[src/rtl/bin2bcd_seq_if.sv]
`default_nettype none
// ============================================================================
// Module   : bin2bcd_seq_if
// Brief    : Request/result bundle for the sequential binary-to-BCD converter.
// Revision : 1.0 - initial release
// ============================================================================
interface bin2bcd_seq_if #(
    parameter int BIN_W  = 16,
    parameter int DIGITS = 5
);
    logic                  start;
    logic [BIN_W-1:0]      bin;
    logic                  busy;
    logic                  done;
    logic [4*DIGITS-1:0]   bcd;
    logic [DIGITS-1:0]     blank;

    modport master (
        output start, bin,
        input  busy, done, bcd, blank
    );

    modport slave (
        input  start, bin,
        output busy, done, bcd, blank
    );
endinterface
`default_nettype wire

[src/rtl/bin2bcd_seq.sv]
`default_nettype none
// ============================================================================
// Module   : bin2bcd_seq
// Brief    : Double-dabble binary-to-BCD converter, one bit per clock, with a
//            leading-zero blank mask for the seven-segment display path.
// Revision : 1.0 - initial release
// ============================================================================
module bin2bcd_seq #(
    parameter int BIN_W  = 16,
    parameter int DIGITS = 5
) (
    input  wire logic        clk,
    input  wire logic        rst_n,
    bin2bcd_seq_if.slave     bus
);

    localparam int c_cnt_w = $clog2(BIN_W + 1);
    localparam logic [c_cnt_w-1:0] c_cnt_last = c_cnt_w'(BIN_W - 1);
    localparam logic [c_cnt_w-1:0] c_cnt_one  = c_cnt_w'(1);
    localparam logic [DIGITS-1:0]  c_blank_rst = ~(DIGITS'(1));

    function automatic bit cfg_ok();
        logic [127:0] p;
        p = 128'd1;
        for (int i = 0; i < DIGITS; i++) begin
            p = p * 128'd10;
        end
        return p > ((128'd1 << BIN_W) - 128'd1);
    endfunction

    if (!cfg_ok()) begin : g_cfg_check
        $error("bin2bcd_seq: 10**DIGITS must exceed 2**BIN_W - 1");
    end

    typedef enum logic [1:0] {
        S_IDLE   = 2'd0,
        S_SHIFT  = 2'd1,
        S_FINISH = 2'd2
    } state_t;

    state_t                     r_state;
    logic [BIN_W-1:0]           r_bin_sr;
    logic [4*DIGITS-1:0]        r_scratch;
    logic [c_cnt_w-1:0]         r_cnt;
    logic                       r_done;
    logic [4*DIGITS-1:0]        r_bcd;
    logic [DIGITS-1:0]          r_blank;

    logic [4*DIGITS-1:0]        w_adj;
    logic [4*DIGITS+BIN_W-1:0]  w_shift;
    logic [DIGITS-1:0]          w_blank;
    logic                       w_hi_zero;

    // Each nibble is corrected independently; carries never cross digits.
    genvar gi;
    for (gi = 0; gi < DIGITS; gi++) begin : g_adj
        assign w_adj[4*gi +: 4] = (r_scratch[4*gi +: 4] >= 4'd5)
                                ? r_scratch[4*gi +: 4] + 4'd3
                                : r_scratch[4*gi +: 4];
    end

    assign w_shift = {w_adj, r_bin_sr} << 1;

    // Walk down from the top digit; the ones digit is never blanked.
    always_comb begin
        w_blank   = '0;
        w_hi_zero = 1'b1;
        for (int i = DIGITS - 1; i >= 1; i--) begin
            w_hi_zero  = w_hi_zero && (r_scratch[4*i +: 4] == 4'd0);
            w_blank[i] = w_hi_zero;
        end
    end

    always_ff @(posedge clk or negedge rst_n) begin
        if (!rst_n) begin
            r_state   <= S_IDLE;
            r_bin_sr  <= '0;
            r_scratch <= '0;
            r_cnt     <= '0;
            r_done    <= 1'b0;
            r_bcd     <= '0;
            r_blank   <= c_blank_rst;
        end else begin
            r_done <= 1'b0;
            case (r_state)
                S_IDLE: begin
                    if (bus.start) begin
                        r_bin_sr  <= bus.bin;
                        r_scratch <= '0;
                        r_cnt     <= '0;
                        r_state   <= S_SHIFT;
                    end
                end
                S_SHIFT: begin
                    r_scratch <= w_shift[4*DIGITS+BIN_W-1:BIN_W];
                    r_bin_sr  <= w_shift[BIN_W-1:0];
                    r_cnt     <= r_cnt + c_cnt_one;
                    if (r_cnt == c_cnt_last) begin
                        r_state <= S_FINISH;
                    end
                end
                S_FINISH: begin
                    r_bcd   <= r_scratch;
                    r_blank <= w_blank;
                    r_done  <= 1'b1;
                    r_state <= S_IDLE;
                end
                default: r_state <= S_IDLE;
            endcase
        end
    end

    assign bus.busy  = (r_state != S_IDLE);
    assign bus.done  = r_done;
    assign bus.bcd   = r_bcd;
    assign bus.blank = r_blank;

endmodule
`default_nettype wire

[src/flat_wrapper.sv]
// flat-port wrapper written by rule: the top's interface ports become plain ports
module bin2bcd_seq_flat 
#(
    parameter int BIN_W  = 16,
    parameter int DIGITS = 5
)
  (clk, rst_n, bus_start, bus_bin, bus_busy, bus_done, bus_bcd, bus_blank);
  bin2bcd_seq_if #(.BIN_W(BIN_W), .DIGITS(DIGITS)) bus_i ();
  input  wire logic clk;
  input  wire logic rst_n;
  input wire logic [$bits(bus_i.start)-1:0] bus_start;
  input wire logic [$bits(bus_i.bin)-1:0] bus_bin;
  output wire logic [$bits(bus_i.busy)-1:0] bus_busy;
  output wire logic [$bits(bus_i.done)-1:0] bus_done;
  output wire logic [$bits(bus_i.bcd)-1:0] bus_bcd;
  output wire logic [$bits(bus_i.blank)-1:0] bus_blank;
  assign bus_i.start = bus_start;
  assign bus_i.bin = bus_bin;
  assign bus_busy = bus_i.busy;
  assign bus_done = bus_i.done;
  assign bus_bcd = bus_i.bcd;
  assign bus_blank = bus_i.blank;
  bin2bcd_seq #(.BIN_W(BIN_W), .DIGITS(DIGITS)) u_core (.clk(clk), .rst_n(rst_n), .bus(bus_i));
endmodule
[config.mk]
export PLATFORM = sky130hd
export DESIGN_NAME = bin2bcd_seq_flat
export DESIGN_NICKNAME = d
export VERILOG_FILES = /design/src/rtl/bin2bcd_seq_if.sv /design/src/rtl/bin2bcd_seq.sv /design/src/flat_wrapper.sv
export SDC_FILE = /design/constraint.sdc
export NUM_CORES = 1
export LEC_CHECK = 0
export ABC_CLOCK_PERIOD_IN_PS = 2300
export BUFFER_PORTS_ARGS = -buffer_cell sky130_fd_sc_hd__buf_2
export CAP_MARGIN = 5
export CORE_MARGIN = 2
export CORE_UTILIZATION = 38
export DETAILED_ROUTE_END_ITERATION = 10
export SYNTH_ARGS = -nofsm -noshare
export SYNTH_HDL_FRONTEND = slang
export SYNTH_SLANG_ARGS = --single-unit
[constraint.sdc]
create_clock -name clk -period 2.3 [get_ports clk]
set_input_delay 0.23 -clock clk [delete_from_list [all_inputs] [get_ports clk]]
set_output_delay 0.23 -clock clk [all_outputs]
set_load 0.01 [all_outputs]
==> flow_summary.json, run 1 <==
{
  "hpwl_microns": 4060,
  "relSlewSlack_pct": 57.3,
  "io_pins": 46,
  "cp_max_fo": 4,
  "final.setup.tns_ns": 0,
  "seq_area_frac_synth_pct": 54.2,
  "synth_edf_count": 0,
  "htree_levels": 3,
  "crit_end": "u_core.bus.blank[1]$_DFFE_PN1P_",
  "drive_gt1_share_pct": 25.4,
  "leakagePower_nw": 1.77,
  "critPathRequiredTime_ns": 2.57,
  "vias_per_cell": 5.09,
  "syn_inst": 299,
  "start_util_pct": 38.7,
  "avgSynthCellArea_sq_um": 10.5,
  "overflow": 0,
  "synth_simple_gate_area_share_pct": 11.0,
  "clkLatencyLatePin_ns": 0.34,
  "place_ws_ns": 0.0665,
  "synth.distinct_cells": 34,
  "tightest_slew_ns": 0.639,
  "grt_pass1_wl_microns": 10800,
  "muxShareOfSynthArea_pct": 3.58,
  "cp_data_arrival_time_ns": 2.48,
  "cp.depth": 6,
  "clockBufferDepth": 2,
  "crit_top_cell": "or4b_4",
  "area_delta_synth_final_pct": 19.6,
  "synth_seq_cells": 68,
  "die_w_microns": 95.0,
  "grt_max_degree": 69,
  "final.period_utilization_pct": 96.1,
  "p_total_w": 0.00471,
  "maxCapViolations": 0,
  "synth-xor-area-share_pct": 1.67,
  "final.min_clock_period_ns": 2.21,
  "fillCellCount": 776,
  "finalHoldViolations": 0,
  "r2r_slack_ns": 0.09,
  "crit_family": "simple AND/OR/NAND/NOR gates",
  "hold_path.class": "in -> reg",
  "finalWirelength_microns": 6240,
  "drt-pass1-iter-count": 4,
  "drtIter0Drc": 84,
  "vias": 2319,
  "stdcell_count": 456,
  "synth_flop_cell": "dfrtp_1",
  "regToRegEndpoint": "u_core.bus.blank[1]$_DFFE_PN1P_",
  "clock_sinks": 68,
  "cp-end-kind": "flop",
  "ant_nets": 0,
  "cts_buffers": 9,
  "setup_viol": 0,
  "synthesis.area_sq_mm": 0.00315,
  "place_congestion": 0.755,
  "cp-startpoint": "u_core.r_scratch[17]$_DFFE_PN0P_",
  "port_buffers": 44,
  "wl_per_cell_microns": 13.7,
  "path_buf_inv": 1,
  "grt_util_all_layers_pct": 15.4,
  "async_flop_share_pct": 100,
  "synth_top_family_by_area": "compound AO/OA/AOI/OAI gates",
  "fin_skew_ns": 0.00676,
  "clock.fmax_mhz": 453,
  "fp-row-count": 33,
  "drc": 0,
  "power_density_mw_per_mm2": 1250,
  "clockRootBuffer": "clkbuf_8",
  "crit_type": "reg -> reg",
  "max_stage_delay_ns": 0.50,
  "cp-start-kind": "flop",
  "coreArea_sq_mm": 0.00813,
  "dp_cells": 439,
  "cts_tree": "done",
  "grt_pass1_vias": 2318,
  "slew_violations": 0,
  "fin_nets": 380,
  "utilization_pct": 46.3,
  "chipHeight_microns": 95.0,
  "timing.final.ws_setup_ns": 0.0903,
  "clk_pin_slew_ns": 0.07,
  "status": "finished clean",
  "synth_fa_ha_area_share_pct": 5.96,
  "reg2regPathDepth": 6,
  "syn-num-nets": 333,
  "antenna_cells": 0,
  "path_cells": "inv_2 -> ha_1 -> or3b_1 -> or4b_4 -> or4b_4 -> o21ai_1",
  "yosys_warnings": 0,
  "die_area_sq_mm": 0.00903,
  "crit_slowest_cell": "or4b_4",
  "regToRegStartpoint": "u_core.r_scratch[17]$_DFFE_PN0P_",
  "synth_compound_area_share_pct": 19.5,
  "peakVddDrop_mv": 0.551,
  "antenna_found_initial": 0
}
worst min-delay path by stage:
stage / from / end / slack (ns) / cells after the start
floorplan: rst_n / u_core.bus.bcd[0]$_DFFE_PN0P_ / -0.07 / 0
finish: bus_bin[0] / u_core.r_bin_sr[0]$_DFFE_PN0P_ / 0.14 / 2
global placement: rst_n / u_core.bus.bcd[6]$_DFFE_PN0P_ / 0.28 / 2
CTS: bus_bin[0] / u_core.r_bin_sr[0]$_DFFE_PN0P_ / 0.12 / 2
detailed placement: rst_n / u_core.bus.bcd[5]$_DFFE_PN0P_ / 0.29 / 2
global route: bus_bin[0] / u_core.r_bin_sr[0]$_DFFE_PN0P_ / 0.12 / 2
state kept, by name, indices dropped and copies added, names as in the netlist:
| register | count |
|---|---|
| u_core.bus.bcd | 20 |
| u_core.r_scratch | 20 |
| u_core.r_bin_sr | 16 |
| u_core.r_cnt | 5 |
| u_core.bus.blank | 4 |
| u_core.r_state | 2 |
| u_core.bus.done | 1 |
area by class of cell:
cell class | count | area, sq um | area share [%]
well taps | 105 | 131 | 3.49
repair buffers | 55 | 330 | 8.77
flip-flops and latches | 68 | 1710 | 45.3
multi-input cells | 199 | 1330 | 35.2
clock buffers | 10 | 138 | 3.65
clock inverters | 6 | 86.3 | 2.29
inverters | 13 | 48.8 | 1.30
per-layer routing:
| layer | vias to the layer above | GRT usage [%] | wire length (microns) |
|---|---|---|---|
| met2 | 45 | 24.6 | 2820 |
| met4 | 0 | 3.74 | 68 |
| li1 | 1164 | - | - |
| met5 | - | 0 | 0 |
| met1 | 1102 | 20.1 | 3060 |
| met3 | 8 | 5.14 | 290 |
cells in the mapped netlist, drive strengths merged (2+ instances only):
cell | count | area [sq um]
dfstp | 4 | 105
o21ai | 37 | 185
nand2b | 7 | 43.8
nand2 | 30 | 113
nand3 | 5 | 25.0
or2 | 2 | 12.5
clkbuf | 18 | 67.6
dfrtp | 64 | 1600
or4b | 2 | 20.0
nor3b | 2 | 15.0
a32o | 6 | 60.1
nor2b | 10 | 62.6
inv | 13 | 48.8
xnor2 | 5 | 43.8
o311ai | 5 | 43.8
mux2 | 10 | 113
ha | 15 | 188
a21oi | 17 | 85.1
nor2 | 5 | 18.8
a22oi | 15 | 113
o31ai | 5 | 37.5
nor3 | 3 | 15.0
o22ai | 9 | 56.3
per-stage QoR:
step	cell area, sq um	hold slack (ns)
after CTS	3760	0.122
after global routing	3770	0.123
after floorplan	3150	-0.0656
after detailed placement	3530	0.289
final	3770	0.139
after global placement	3530	0.282
placed cells by master (no fill, tap or decap), drive strengths merged, types with 5 or more instances in the layout:
cell type	synthesis	routed
dfrtp	64	64
buf	1	54
o21ai	37	37
nand2	30	30
a21oi	17	17
a22oi	15	15
ha	15	15
inv	13	14
nor2b	10	10
mux2	10	10
clkbuf	18	10
o22ai	9	9
nand2b	7	7
a32o	6	6
nor2	5	5
nand3	5	5
o311ai	5	5
xnor2	5	5
o31ai	5	5
logic make-up after synthesis:
kind of cell             count (synthesis)
AO/OA/AOI/OAI                           98
AND/OR/NAND/NOR                         69
flip-flops                              68
buffers and inverters                   32
adder cells (fa/ha/maj)                 15
multiplexers                            10
XOR/XNOR                                 6
other                                    1
where the power goes:
group	total [W]	internal, W	leakage [nW]	switching (W)
clock network	0.00109	0.000640	0.113	0.000449
logic	0.00171	0.000784	0.777	0.000931
registers	0.00191	0.00159	0.885	0.000318
timing repair:
| action | in CTS | in global routing |
|---|---|---|
| hold buffers | 1 | 0 |
| endpoints found under the setup margin | 0 | 2 |
| resized for setup | 0 | 3 |
| hold endpoints to repair | 64 | 0 |
| setup buffers | 0 | 0 |
No activity file was read; power rests on OpenSTA's default activity.
==> run 2: changes to the inputs <==
CORE_MARGIN = 1   (was 2)
==> run 2 against run 1 <==
Against the previous run:
- sequential share of layout area about the same
- clock skew grew 0.0078 ns
- wire length grew 0.80%
- combinational power about the same
- sequential cell count stayed put
- global-route usage increased by 1.2 points
- largest cell class unchanged
- power hardly changed
- die area decreased by 4.2%
- sequential power barely moved
- maximum frequency grew 0.35%
- non-clock buffer count is 1 higher
- hold slack worse by 0.0039 ns
==> flow_summary.json, run 2 (synthesis gave the netlist of run 1 again) <==
{
  "regToRegEndpoint": "u_core.bus.blank[1]$_DFFE_PN1P_",
  "r2r_slack_ns": 0.1,
  "vias_per_cell": 5.16,
  "drtIter0Drc": 99,
  "coreArea_sq_mm": 0.00789,
  "p_total_w": 0.00472,
  "reg2regPathDepth": 6,
  "crit_type": "reg -> reg",
  "chipHeight_microns": 93.0,
  "tightest_slew_ns": 0.650,
  "drt-pass1-iter-count": 4,
  "regToRegStartpoint": "u_core.r_scratch[16]$_DFFE_PN0P_",
  "layout_commonest_cell": "dfrtp_1",
  "grt_pass1_wl_microns": 11100,
  "ant_nets": 0,
  "leakagePower_nw": 1.77,
  "clockRootBuffer": "clkbuf_8",
  "drive_gt1_share_pct": 25.3,
  "cp-start-kind": "flop",
  "clock_sinks": 68,
  "cp_data_arrival_time_ns": 2.49,
  "vias": 2342,
  "hpwl_microns": 4250,
  "grt_pass1_vias": 2322,
  "peakVddDrop_mv": 0.427,
  "finalWirelength_microns": 6290,
  "antenna_found_initial": 0,
  "clockBufferDepth": 2,
  "fin_hold_ws_ns": 0.135,
  "stdcell_count": 454,
  "die_area_sq_mm": 0.00866,
  "antenna_cells": 0,
  "clk_pin_slew_ns": 0.08,
  "utilization_pct": 47.7,
  "slew_violations": 0,
  "dp_cells": 437,
  "drc": 0,
  "final_cell_mix": "dfrtp_1 (64), buf_2 (44), o21ai_0 (35), nand2_1 (30), a21oi_1 (17)",
  "port_buffers": 44,
  "fin_nets": 381,
  "grt_max_degree": 40,
  "htree_levels": 3,
  "postCtsSetupBuffers": 0,
  "overflow": 0,
  "relSlewSlack_pct": 56.6,
  "wl_per_cell_microns": 13.8,
  "cp-startpoint": "u_core.r_scratch[16]$_DFFE_PN0P_",
  "final.min_clock_period_ns": 2.20,
  "place_congestion": 0.774,
  "die_w_microns": 93.0,
  "io_pins": 46,
  "status": "finished clean",
  "cp_max_fo": 2,
  "crit_end": "u_core.bus.blank[1]$_DFFE_PN1P_",
  "start_util_pct": 39.9,
  "critPathRequiredTime_ns": 2.58,
  "area_delta_synth_final_pct": 19.5,
  "fp-row-count": 32,
  "clock.fmax_mhz": 454,
  "finalHoldViolations": 0,
  "power_density_mw_per_mm2": 1250,
  "final.period_utilization_pct": 95.7,
  "hold_path.class": "in -> reg",
  "cts_buffers": 9,
  "maxCapViolations": 0,
  "fin_skew_ns": 0.0146,
  "cts_tree": "done",
  "grt_util_all_layers_pct": 16.6,
  "setup_viol": 0,
  "cp-end-kind": "flop",
  "clkLatencyLatePin_ns": 0.35
}
## run 2: changes by cell type in the layout (fill, tap and decap cells not counted)
| cell | before | now |
|---|---|---|
| clkbuf_8 | 10 | 9 |
| or4b_1 | 0 | 1 |
| inv_6 | 1 | 0 |
| clkinv_2 | 2 | 1 |
| or3b_4 | 0 | 1 |
| buf_4 | 8 | 9 |
| or3b_1 | 1 | 0 |
| clkinv_4 | 0 | 2 |
| clkbuf_1 | 0 | 1 |
| or4b_4 | 2 | 1 |
## run 2: worst max-delay path, stage by stage, from the launching register on
cell and delay [ns]:
dfrtp_1 0.39, inv_1 0.08, ha_1 0.15, or3b_4 0.39
or4b_1 0.50, or4b_4 0.50, o21ai_1 0.14
## run 2: layout make-up
type	count	area (sq um)
clock inverters	6	90.1
inverters	13	48.8
clock buffers	10	128
flip-flops and latches	68	1710
fillers	738	4120
multi-input cells	199	1330
well taps	102	128
repair buffers	56	338
## run 2: metal layers
layer	vias up	wire length [microns]	GRT usage (%)
met4	0	46	5.13
li1	1157	-	-
met1	1122	3010	21.6
met2	59	2900	25.7
met5	-	0	0
met3	4	332	6.02
## run 2: repair_timing
item                                    4_1_cts  5_1_grt
endpoints found under the setup margin        0        2
endpoints found under the hold margin        21        0
hold buffers                                  1        0
gates resized for setup                       0        3
## run 2: report_power, final
part / internal [W] / leakage [nW] / switching (W)
clock: 0.000612 / 0.106 / 0.000460
combinational: 0.000805 / 0.782 / 0.000921
sequential: 0.00159 / 0.885 / 0.000329
## run 2: per-stage QoR
stage / area [sq um] / worst slack [ns] / TNS [ns]
after floorplan: 3150 / 0.128 / 0
after global placement: 3530 / 0.115 / 0
after detailed placement: 3530 / 0.0666 / 0
after CTS: 3760 / 0.0527 / 0
after global routing: 3760 / -0.00665 / -0.00665
final: 3760 / 0.0981 / 0
## run 2: worst min-delay path by stage
| stage | to | slack [ns] | depth (start not counted) | from |
|---|---|---|---|---|
| after global placement | u_core.bus.bcd[5]$_DFFE_PN0P_ | 0.24 | 1 | rst_n |
| final | u_core.r_bin_sr[0]$_DFFE_PN0P_ | 0.13 | 2 | bus_bin[0] |
| after floorplan | u_core.bus.bcd[0]$_DFFE_PN0P_ | -0.07 | 0 | rst_n |
| after detailed placement | u_core.bus.bcd[5]$_DFFE_PN0P_ | 0.25 | 1 | rst_n |
| after CTS | u_core.r_bin_sr[0]$_DFFE_PN0P_ | 0.11 | 2 | bus_bin[0] |
| after global routing | u_core.r_bin_sr[0]$_DFFE_PN0P_ | 0.13 | 2 | bus_bin[0] |
==> run 3: changes to the inputs <==
CELL_PAD_IN_SITES_DETAIL_PLACEMENT = 1   (was unset)
CELL_PAD_IN_SITES_GLOBAL_PLACEMENT = 2   (was unset)
CORE_UTILIZATION = 33   (was 38)
PLACE_DENSITY_LB_ADDON = 0.1   (was unset)
==> run 3 against run 2 <==
Against the previous run:
- first-iteration DRC count rose by 10%
- power fell by 2.8%
- non-clock buffer count did not move
- register-to-register slack got worse by 0.03 ns
- cell area barely moved
- global-route usage barely moved
- setup slack got worse by 0.026 ns
- combinational power rose by 3%
- final cell count rose by 5.9%
- clock power fell by 18%
- largest cell class unchanged
==> flow_summary.json, run 3 (synthesis gave the netlist of run 1 again) <==
{
  "antenna_cells": 0,
  "grt_pass1_wl_microns": 12600,
  "place_ws_ns": 0.0489,
  "grt_max_degree": 47,
  "critPathRequiredTime_ns": 2.57,
  "cts_buffers": 9,
  "pwr-share-clk_pct": 19.1,
  "drc": 0,
  "min_path_cells": 2,
  "antenna_found_initial": 0,
  "coreArea_sq_mm": 0.00924,
  "vias_per_cell": 4.98,
  "grt_pass1_vias": 2443,
  "tightest_slew_ns": 0.591,
  "clock_sinks": 68,
  "slew_violations": 0,
  "fin_nets": 381,
  "clockBufferDepth": 2,
  "reg2regPathDepth": 6,
  "chipHeight_microns": 99.7,
  "setup_viol": 0,
  "crit_type": "reg -> reg",
  "p_total_w": 0.00459,
  "cp_data_arrival_time_ns": 2.49,
  "maxCapViolations": 0,
  "relSlewSlack_pct": 60.6,
  "ant_nets": 0,
  "timing.final.ws_setup_ns": 0.0720,
  "drive_gt1_share_pct": 25.6,
  "rsz0062_at_grt": "true",
  "dp_cells": 464,
  "start_util_pct": 34.1,
  "clock.fmax_mhz": 449,
  "fin_skew_ns": 0.0109,
  "drt-pass1-iter-count": 4,
  "hold_path.class": "in -> reg",
  "cp-end-kind": "flop",
  "leakagePower_nw": 1.76,
  "clockRootBuffer": "clkbuf_8",
  "p_sw_w": 0.00176,
  "die_w_microns": 99.7,
  "power_frac_seq_pct": 41.8,
  "cts_tree": "done",
  "switching_share_pct": 38.4,
  "combPwrFrac_pct": 39.0,
  "grt_util_all_layers_pct": 16.5,
  "clk_pin_slew_ns": 0.07,
  "utilization_pct": 40.7,
  "final.min_clock_period_ns": 2.23,
  "io_pins": 46,
  "hpwl_microns": 4870,
  "vias": 2393,
  "drtIter0Drc": 109,
  "die_area_sq_mm": 0.00994,
  "fp-row-count": 35,
  "place_congestion": 0.734,
  "regToRegStartpoint": "u_core.r_scratch[16]$_DFFE_PN0P_",
  "overflow": 0,
  "port_buffers": 44,
  "finalHoldViolations": 0,
  "regToRegEndpoint": "u_core.bus.blank[1]$_DFFE_PN1P_",
  "final.period_utilization_pct": 96.9,
  "power_density_mw_per_mm2": 1220,
  "stdcell_count": 481,
  "peakVddDrop_mv": 0.477,
  "area_delta_synth_final_pct": 19.5,
  "hold_end": "u_core.r_bin_sr[0]$_DFFE_PN0P_",
  "status": "finished clean",
  "cp_max_fo": 2,
  "htree_levels": 3,
  "layout_commonest_cell": "dfrtp_1",
  "r2r_slack_ns": 0.07,
  "hp-start": "bus_bin[0]",
  "clkLatencyLatePin_ns": 0.34,
  "final_cell_mix": "dfrtp_1 (64), buf_2 (44), o21ai_0 (35), nand2_1 (30), a21oi_1 (17)",
  "final.setup.tns_ns": 0,
  "cp-start-kind": "flop",
  "finalWirelength_microns": 7340,
  "internal_power_w": 0.00282,
  "wl_per_cell_microns": 15.3
}
run 3: cell types whose count changed in the layout (fill, tap and decap cells not counted), sizes merged:
| cell | before | now |
|---|---|---|
| bufinv | 2 | 0 |
| clkbuf | 10 | 11 |
| clkinv | 3 | 4 |
run 3: power groups by stage:
| stage | clock network (W) | logic, W | registers, W |
|---|---|---|---|
| final | 0.000878 | 0.00179 | 0.00192 |
| after global routing | 0.000959 | 0.00206 | 0.00199 |
| after CTS | 0.000914 | 0.00182 | 0.00192 |
| after detailed placement | 0 | 0.00181 | 0.00195 |
| after global placement | 0 | 0.00177 | 0.00194 |
| after floorplan | 0 | 0.00123 | 0.00188 |
run 3: final cells by class:
class,instances,area [sq um]
Fill cell,1041,5480
Sequential cell,68,1710
Multi-Input combinational cell,199,1330
Timing Repair Buffer,56,350
Tap cell,129,161
Clock buffer,11,141
Inverter,13,48.8
Clock inverter,5,27.5
run 3: stage by stage:
stage	hold WS, ns	area [sq um]
2_1_floorplan	-0.0656	3150
3_3_place_gp	0.264	3580
3_5_place_dp	0.266	3580
4_1_cts	0.138	3750
5_1_grt	0.160	3760
6_report	0.153	3760
run 3: worst max path at each step:
stage,start,slack (ns),endpoint
3_5_place_dp,u_core.r_scratch[17]$_DFFE_PN0P_,0.05,u_core.bus.blank[1]$_DFFE_PN1P_
5_1_grt,u_core.r_scratch[16]$_DFFE_PN0P_,-0.002,u_core.bus.blank[1]$_DFFE_PN1P_
6_report,u_core.r_scratch[16]$_DFFE_PN0P_,0.07,u_core.bus.blank[1]$_DFFE_PN1P_
3_3_place_gp,u_core.r_scratch[17]$_DFFE_PN0P_,0.11,u_core.bus.blank[1]$_DFFE_PN1P_
4_1_cts,u_core.r_scratch[17]$_DFFE_PN0P_,0.03,u_core.bus.blank[1]$_DFFE_PN1P_
2_1_floorplan,u_core.r_scratch[16]$_DFFE_PN0P_,0.13,u_core.bus.blank[1]$_DFFE_PN1P_
run 3: worst max-delay path, stage by stage, from the launching register on:
cell	delay (ns)
dfrtp_1	0.39
inv_1	0.08
ha_1	0.16
or3b_4	0.38
or4b_4	0.49
or4b_4	0.49
o21ai_1	0.15
run 3: timing repair:
action                                  in CTS  in global routing
setup buffers                                0                  0
gates resized for setup                      0                  4
endpoints found under the hold margin       19                  0
hold buffers                                 1                  0
endpoints found under the setup margin       0                  2
run 3: routing by layer:
metal,share of wire [%],vias up,track usage [%]
met2,46,41,25.9
met1,49,1178,22.5
li1,-,1161,-
met3,2.9,13,3.02
met5,0,-,0
met4,1.8,0,6.90
